<file path="src/rtl/aes_pkg.sv">
// Shared AES-128 key-schedule definitions: sizes, rcon seed, FSM states and byte helpers.
package aes_pkg;

   localparam int AES_NR      = 10;
   localparam int AES_KEY_W   = 128;
   localparam int AES_SCHED_W = 1408;

   localparam logic [7:0] RCON_RESET = 8'h01;

   typedef enum logic [1:0] {IDLE, EXPAND, DONE} schedState_t;

   localparam logic [7:0] SBOX [256] = '{
      8'h63, 8'h7c, 8'h77, 8'h7b, 8'hf2, 8'h6b, 8'h6f, 8'hc5, 8'h30, 8'h01, 8'h67, 8'h2b, 8'hfe, 8'hd7, 8'hab, 8'h76,
      8'hca, 8'h82, 8'hc9, 8'h7d, 8'hfa, 8'h59, 8'h47, 8'hf0, 8'had, 8'hd4, 8'ha2, 8'haf, 8'h9c, 8'ha4, 8'h72, 8'hc0,
      8'hb7, 8'hfd, 8'h93, 8'h26, 8'h36, 8'h3f, 8'hf7, 8'hcc, 8'h34, 8'ha5, 8'he5, 8'hf1, 8'h71, 8'hd8, 8'h31, 8'h15,
      8'h04, 8'hc7, 8'h23, 8'hc3, 8'h18, 8'h96, 8'h05, 8'h9a, 8'h07, 8'h12, 8'h80, 8'he2, 8'heb, 8'h27, 8'hb2, 8'h75,
      8'h09, 8'h83, 8'h2c, 8'h1a, 8'h1b, 8'h6e, 8'h5a, 8'ha0, 8'h52, 8'h3b, 8'hd6, 8'hb3, 8'h29, 8'he3, 8'h2f, 8'h84,
      8'h53, 8'hd1, 8'h00, 8'hed, 8'h20, 8'hfc, 8'hb1, 8'h5b, 8'h6a, 8'hcb, 8'hbe, 8'h39, 8'h4a, 8'h4c, 8'h58, 8'hcf,
      8'hd0, 8'hef, 8'haa, 8'hfb, 8'h43, 8'h4d, 8'h33, 8'h85, 8'h45, 8'hf9, 8'h02, 8'h7f, 8'h50, 8'h3c, 8'h9f, 8'ha8,
      8'h51, 8'ha3, 8'h40, 8'h8f, 8'h92, 8'h9d, 8'h38, 8'hf5, 8'hbc, 8'hb6, 8'hda, 8'h21, 8'h10, 8'hff, 8'hf3, 8'hd2,
      8'hcd, 8'h0c, 8'h13, 8'hec, 8'h5f, 8'h97, 8'h44, 8'h17, 8'hc4, 8'ha7, 8'h7e, 8'h3d, 8'h64, 8'h5d, 8'h19, 8'h73,
      8'h60, 8'h81, 8'h4f, 8'hdc, 8'h22, 8'h2a, 8'h90, 8'h88, 8'h46, 8'hee, 8'hb8, 8'h14, 8'hde, 8'h5e, 8'h0b, 8'hdb,
      8'he0, 8'h32, 8'h3a, 8'h0a, 8'h49, 8'h06, 8'h24, 8'h5c, 8'hc2, 8'hd3, 8'hac, 8'h62, 8'h91, 8'h95, 8'he4, 8'h79,
      8'he7, 8'hc8, 8'h37, 8'h6d, 8'h8d, 8'hd5, 8'h4e, 8'ha9, 8'h6c, 8'h56, 8'hf4, 8'hea, 8'h65, 8'h7a, 8'hae, 8'h08,
      8'hba, 8'h78, 8'h25, 8'h2e, 8'h1c, 8'ha6, 8'hb4, 8'hc6, 8'he8, 8'hdd, 8'h74, 8'h1f, 8'h4b, 8'hbd, 8'h8b, 8'h8a,
      8'h70, 8'h3e, 8'hb5, 8'h66, 8'h48, 8'h03, 8'hf6, 8'h0e, 8'h61, 8'h35, 8'h57, 8'hb9, 8'h86, 8'hc1, 8'h1d, 8'h9e,
      8'he1, 8'hf8, 8'h98, 8'h11, 8'h69, 8'hd9, 8'h8e, 8'h94, 8'h9b, 8'h1e, 8'h87, 8'he9, 8'hce, 8'h55, 8'h28, 8'hdf,
      8'h8c, 8'ha1, 8'h89, 8'h0d, 8'hbf, 8'he6, 8'h42, 8'h68, 8'h41, 8'h99, 8'h2d, 8'h0f, 8'hb0, 8'h54, 8'hbb, 8'h16
   };

   function automatic logic [7:0] sbox(input logic [7:0] b);
      return SBOX[b];
   endfunction

   // Multiply by x in GF(2^8); also steps rcon through 01,02,...,80,1b,36.
   function automatic logic [7:0] xtime(input logic [7:0] b);
      return {b[6:0], 1'b0} ^ (b[7] ? 8'h1b : 8'h00);
   endfunction

endpackage

</file>
<file path="src/rtl/aes_key_round_step.sv">
// One AES-128 key-expansion round: previous round key and rcon in, next round key out.
module aes_key_round_step
   import aes_pkg::*;
(
   input  logic [AES_KEY_W-1:0] prevKey,
   input  logic [7:0]           rcon,
   output logic [AES_KEY_W-1:0] nextKey
);

   logic [31:0] w0, w1, w2, w3;
   logic [31:0] temp;
   logic [31:0] n0, n1, n2, n3;

   assign {w0, w1, w2, w3} = prevKey;

   // RotWord moves the top byte of w3 to the bottom before substitution.
   assign temp = {sbox(w3[23:16]) ^ rcon, sbox(w3[15:8]), sbox(w3[7:0]), sbox(w3[31:24])};

   assign n0 = w0 ^ temp;
   assign n1 = w1 ^ n0;
   assign n2 = w2 ^ n1;
   assign n3 = w3 ^ n2;

   assign nextKey = {n0, n1, n2, n3};

endmodule

</file>
<file path="src/rtl/aes128_key_schedule_seq.sv">
// Iterative AES-128 key expansion producing a registered 11-round-key schedule.
// Optional macro AES_KEY_SCHED_ZEROIZE_EN adds a synchronous zeroize input.
module aes128_key_schedule_seq
   import aes_pkg::*;
#(
   parameter int ROUNDS_PER_CYCLE = 1
)
(
   input  logic                   clk,
   input  logic                   rst_n,
`ifdef AES_KEY_SCHED_ZEROIZE_EN
   input  logic                   zeroize,
`endif
   input  logic [AES_KEY_W-1:0]   key_in,
   input  logic                   key_valid,
   output logic                   key_ready,
   output logic [AES_SCHED_W-1:0] round_keys,
   output logic                   keys_valid
);

   if (ROUNDS_PER_CYCLE != 1 && ROUNDS_PER_CYCLE != 2) begin : g_badParam
      $error("ROUNDS_PER_CYCLE must be 1 or 2");
   end

   schedState_t            state, stateNext;
   logic [3:0]             counter;
   logic [7:0]             rcon;
   logic [AES_KEY_W-1:0]   lastKey, stepKey0, stepKey1;
   logic [AES_SCHED_W-1:0] roundKeys;
   logic                   zeroizeReq, acceptKey, lastStep;

`ifdef AES_KEY_SCHED_ZEROIZE_EN
   assign zeroizeReq = zeroize;
`else
   assign zeroizeReq = 1'b0;
`endif

   assign key_ready  = (state != EXPAND) && !zeroizeReq;
   assign acceptKey  = key_ready && key_valid;
   assign lastStep   = (int'(counter) + ROUNDS_PER_CYCLE - 1 == AES_NR);
   assign round_keys = roundKeys;

   aes_key_round_step u_step0 (.prevKey(lastKey), .rcon(rcon), .nextKey(stepKey0));

   if (ROUNDS_PER_CYCLE == 2) begin : g_twoRounds
      aes_key_round_step u_step1 (.prevKey(stepKey0), .rcon(xtime(rcon)), .nextKey(stepKey1));
   end else begin : g_oneRound
      assign stepKey1 = stepKey0;
   end

   // NOTE: every signal assigned here needs a default first, otherwise a latch is inferred.
   always_comb begin
      stateNext = state;
      if (zeroizeReq) begin
         stateNext = IDLE;
      end else begin
         case (state)
            IDLE, DONE: if (key_valid) stateNext = EXPAND;
            EXPAND:     if (lastStep)  stateNext = DONE;
            default:    stateNext = IDLE;
         endcase
      end
   end

   // NOTE: sequential state uses non-blocking assignments so all flops update together.
   always_ff @(posedge clk or negedge rst_n) begin
      if (!rst_n) begin
         state      <= IDLE;
         keys_valid <= 1'b0;
      end else begin
         state      <= stateNext;
         keys_valid <= (stateNext == DONE);
      end
   end

   // NOTE: the schedule store is reset too, so an aborted expansion never leaves key material behind.
   always_ff @(posedge clk or negedge rst_n) begin
      if (!rst_n) begin
         roundKeys <= '0;
         lastKey   <= '0;
         counter   <= 4'd0;
         rcon      <= RCON_RESET;
      end else if (zeroizeReq) begin
         roundKeys <= '0;
         lastKey   <= '0;
         counter   <= 4'd0;
         rcon      <= RCON_RESET;
      end else if (acceptKey) begin
         roundKeys <= {key_in, {(AES_SCHED_W - AES_KEY_W){1'b0}}};
         lastKey   <= key_in;
         counter   <= 4'd1;
         rcon      <= RCON_RESET;
      end else if (state == EXPAND) begin
         // Round r lives in slice (10-r); counter names the next round to produce.
         roundKeys[AES_KEY_W*(AES_NR - int'(counter)) +: AES_KEY_W] <= stepKey0;
         if (ROUNDS_PER_CYCLE == 2) begin
            roundKeys[AES_KEY_W*(AES_NR - 1 - int'(counter)) +: AES_KEY_W] <= stepKey1;
            lastKey <= stepKey1;
            rcon    <= xtime(xtime(rcon));
         end else begin
            lastKey <= stepKey0;
            rcon    <= xtime(rcon);
         end
         counter <= counter + 4'(ROUNDS_PER_CYCLE);
      end
   end

endmodule

</file>
<file path="config.mk">
export PLATFORM = sky130hd
export DESIGN_NAME = aes128_key_schedule_seq
export DESIGN_NICKNAME = d
export VERILOG_FILES = /design/src/rtl/aes_pkg.sv /design/src/rtl/aes_key_round_step.sv /design/src/rtl/aes128_key_schedule_seq.sv
export SDC_FILE = /design/constraint.sdc
export NUM_CORES = 2
export LEC_CHECK = 0
export CAP_MARGIN = 20
export CELL_PAD_IN_SITES_DETAIL_PLACEMENT = 1
export CELL_PAD_IN_SITES_GLOBAL_PLACEMENT = 2
export CORE_AREA = 2 2 593 595
export DETAILED_ROUTE_END_ITERATION = 8
export DIE_AREA = 0 0 595 597
export PLACE_DENSITY = 0.58
export SYNTH_ARGS = -nofsm -noshare
export SYNTH_HDL_FRONTEND = slang
export SYNTH_SLANG_ARGS = --single-unit
</file>
<file path="constraint.sdc">
create_clock -name clk -period 5.2 [get_ports clk]
set_input_delay 1.04 -clock clk [delete_from_list [all_inputs] [get_ports clk]]
set_output_delay 1.04 -clock clk [all_outputs]
set_load 0.05 [all_outputs]
</file>
==> metrics.cfg <==
[status]
outcome=complete, no violations

[timing]
hold_violations=0
worst_pin_slew_ns=1.28
rsz0062_at_grt=no
fin_skew_ns=0.0814
fmax_mhz=204
drv_slew=0
post-route-period-util=0.941
slew_headroom=0.146
finalSetupViolCount=0
tns_ns=0
period_needed_ns=4.89

[synthesis]
synth_ff_type=dfrtp_1
synthTopCellsByArea=dfrtp_1, o21ai_0, nand3_1
syn-mean-instance-area_sq_um=9.36
synth_nets=8528
ys_async_sr_fraction=1.00
synth-edff-count=0
yosysUniqueCellTypes=118
yosysTopAreaCellShare=0.497
netlist_instances=8333
seq_area_frac_synth=0.498
syn_area_sq_um=78000
yosysTopAreaCell=dfrtp_1
ys_seq_elements=1551
synth_warnings=0

[floorplan]
die_area_sq_um=355000
start_util=0.224
die_w_microns=595
fp-row-count=217
coreArea_sq_um=349000
die_h_microns=597
num_io_pins=1541

[grt]
grt_max_degree=218
overflow=0
grt_use_total=0.296
first_global_vias=77600
antenna_found_initial=58
grt_pass1_wl_mm=731

[critical_path]
reg2reg_depth=14
cp-end-kind=flip-flop
cp-start-kind=flip-flop
critPathRequiredTime_ns=5.95
rr_startpoint=lastKey[24]
crit_type=reg -> reg
cp_max_fo=15
r2r_slack_ns=0.31
cp-startpoint=lastKey[24]
r2r-end=round_keys[1281]
critPathCapture=round_keys[1281]
critPathArrivalTime_ns=5.64

[routing]
drtPass1Iterations=5
avgViaCountPerCell=5.38
vias=77200
drc=0
routed_wl_mm=545
wl_per_cell_microns=37.9
final_antenna_net_count=0
drtIter0Drc=6746

[cts]
cts.path.max_buffers=4
clock_sinks=1551
htree_levels=4
cts_made_buffers=194
hold_buffers=0
cts_root_buf=clkbuf_16
clkTransAtPathRegs_ns=0.06
cts-resized-gates=0
postCtsSetupBuffers=0
cts_tree=built
insertion_delay_ns=0.91

[final_layout]
layout.nets=9788
layout_common_cells=clkdlybuf4s50_1, dfrtp_1, o21ai_0
syn2layout_area_growth_pct=37.5
final_common_cell=clkdlybuf4s50_1
drive_above_1_share=0.116
fin_cells=14400

[place]
gp_congestion=0.954
hpwl_mm=403
port_buffers=1540
dp.cells=14000

[min_path]
worstHoldPathType=in -> async

[flow_run]
max_cap_violations=0

logic make-up after synthesis:
group,synth area share
AO/OA/AOI/OAI,0.209
AND/OR/NAND/NOR,0.170
flip-flops,0.498
buffers and inverters,0.0571
XOR/XNOR,0.0293
multiplexers,0.0271
adder cells (fa/ha/maj),0.0103
critical path: stages (launching register included):
cell,delay (ns)
dfrtp_1,0.43
inv_1,0.16
buf_4,0.24
ha_1,0.67
nand2b_1,0.30
a41o_1,0.31
a211oi_1,0.53
a311oi_1,0.13
a32oi_2,0.44
buf_4,0.24
xnor3_2,0.59
xnor2_2,0.22
buf_4,0.28
o21a_1,0.17
nor2_1,0.04
metrics by stage:
stage	hold slack (ns)	utilization	area (sq um)	worst slack, ns
floorplan	0.460	-	78000	0.965
global placement	0.480	0.289	101000	0.325
detailed placement	0.486	0.289	101000	0.395
CTS	0.0787	0.307	107000	0.398
global route	0.0965	0.307	107000	0.119
finish	0.0990	0.308	107000	0.307
flip-flops by register name, indices dropped and copies added, names as in the netlist:
name        flops
lastKey       128
counter         4
rcon            8
state           2
keys_valid      1
round_keys   1408
final cells by class:
class / instances / area (sq um)
Clock inverter: 61 / 727
Tap cell: 4599 / 5750
Antenna cell: 21 / 52.6
Timing Repair Buffer: 2041 / 20500
Sequential cell: 1551 / 38800
Inverter: 74 / 283
Multi-Input combinational cell: 5731 / 35500
Fill cell: 39200 / 241000
Clock buffer: 284 / 5650
per-layer routing:
layer	wire, microns	GRT usage	up-vias
li1	-	-	32800
met1	222000	0.368	40800
met2	258000	0.495	2912
met3	37100	0.0662	615
met4	26900	0.124	12
met5	72	0	-
worst min-delay path by stage:
stage	cells past startpoint	slack [ns]	from	endpoint
global route	1	0.1	rst_n	round_keys[814]
global placement	2	0.48	round_keys[213]	round_keys[213]
floorplan	1	0.46	state[0]	state[0]
finish	1	0.1	rst_n	round_keys[397]
CTS	1	0.08	rst_n	round_keys[686]
detailed placement	2	0.49	round_keys[96]	round_keys[96]
Yosys cell counts, types with 66 or more instances:
cell type,instances
a211oi_1,66
dfrtp_1,1550
clkbuf_1,714
a31oi_1,70
buf_2,144
nor3_1,117
nand2_1,272
nor2b_1,106
o21ai_0,1500
nor2_1,303
xnor2_1,111
nand3_1,1383
nand2b_1,102
a21oi_1,346
Power is not shown: default switching activity piles up to over one toggle a cycle in this logic, so the estimate is an artifact.
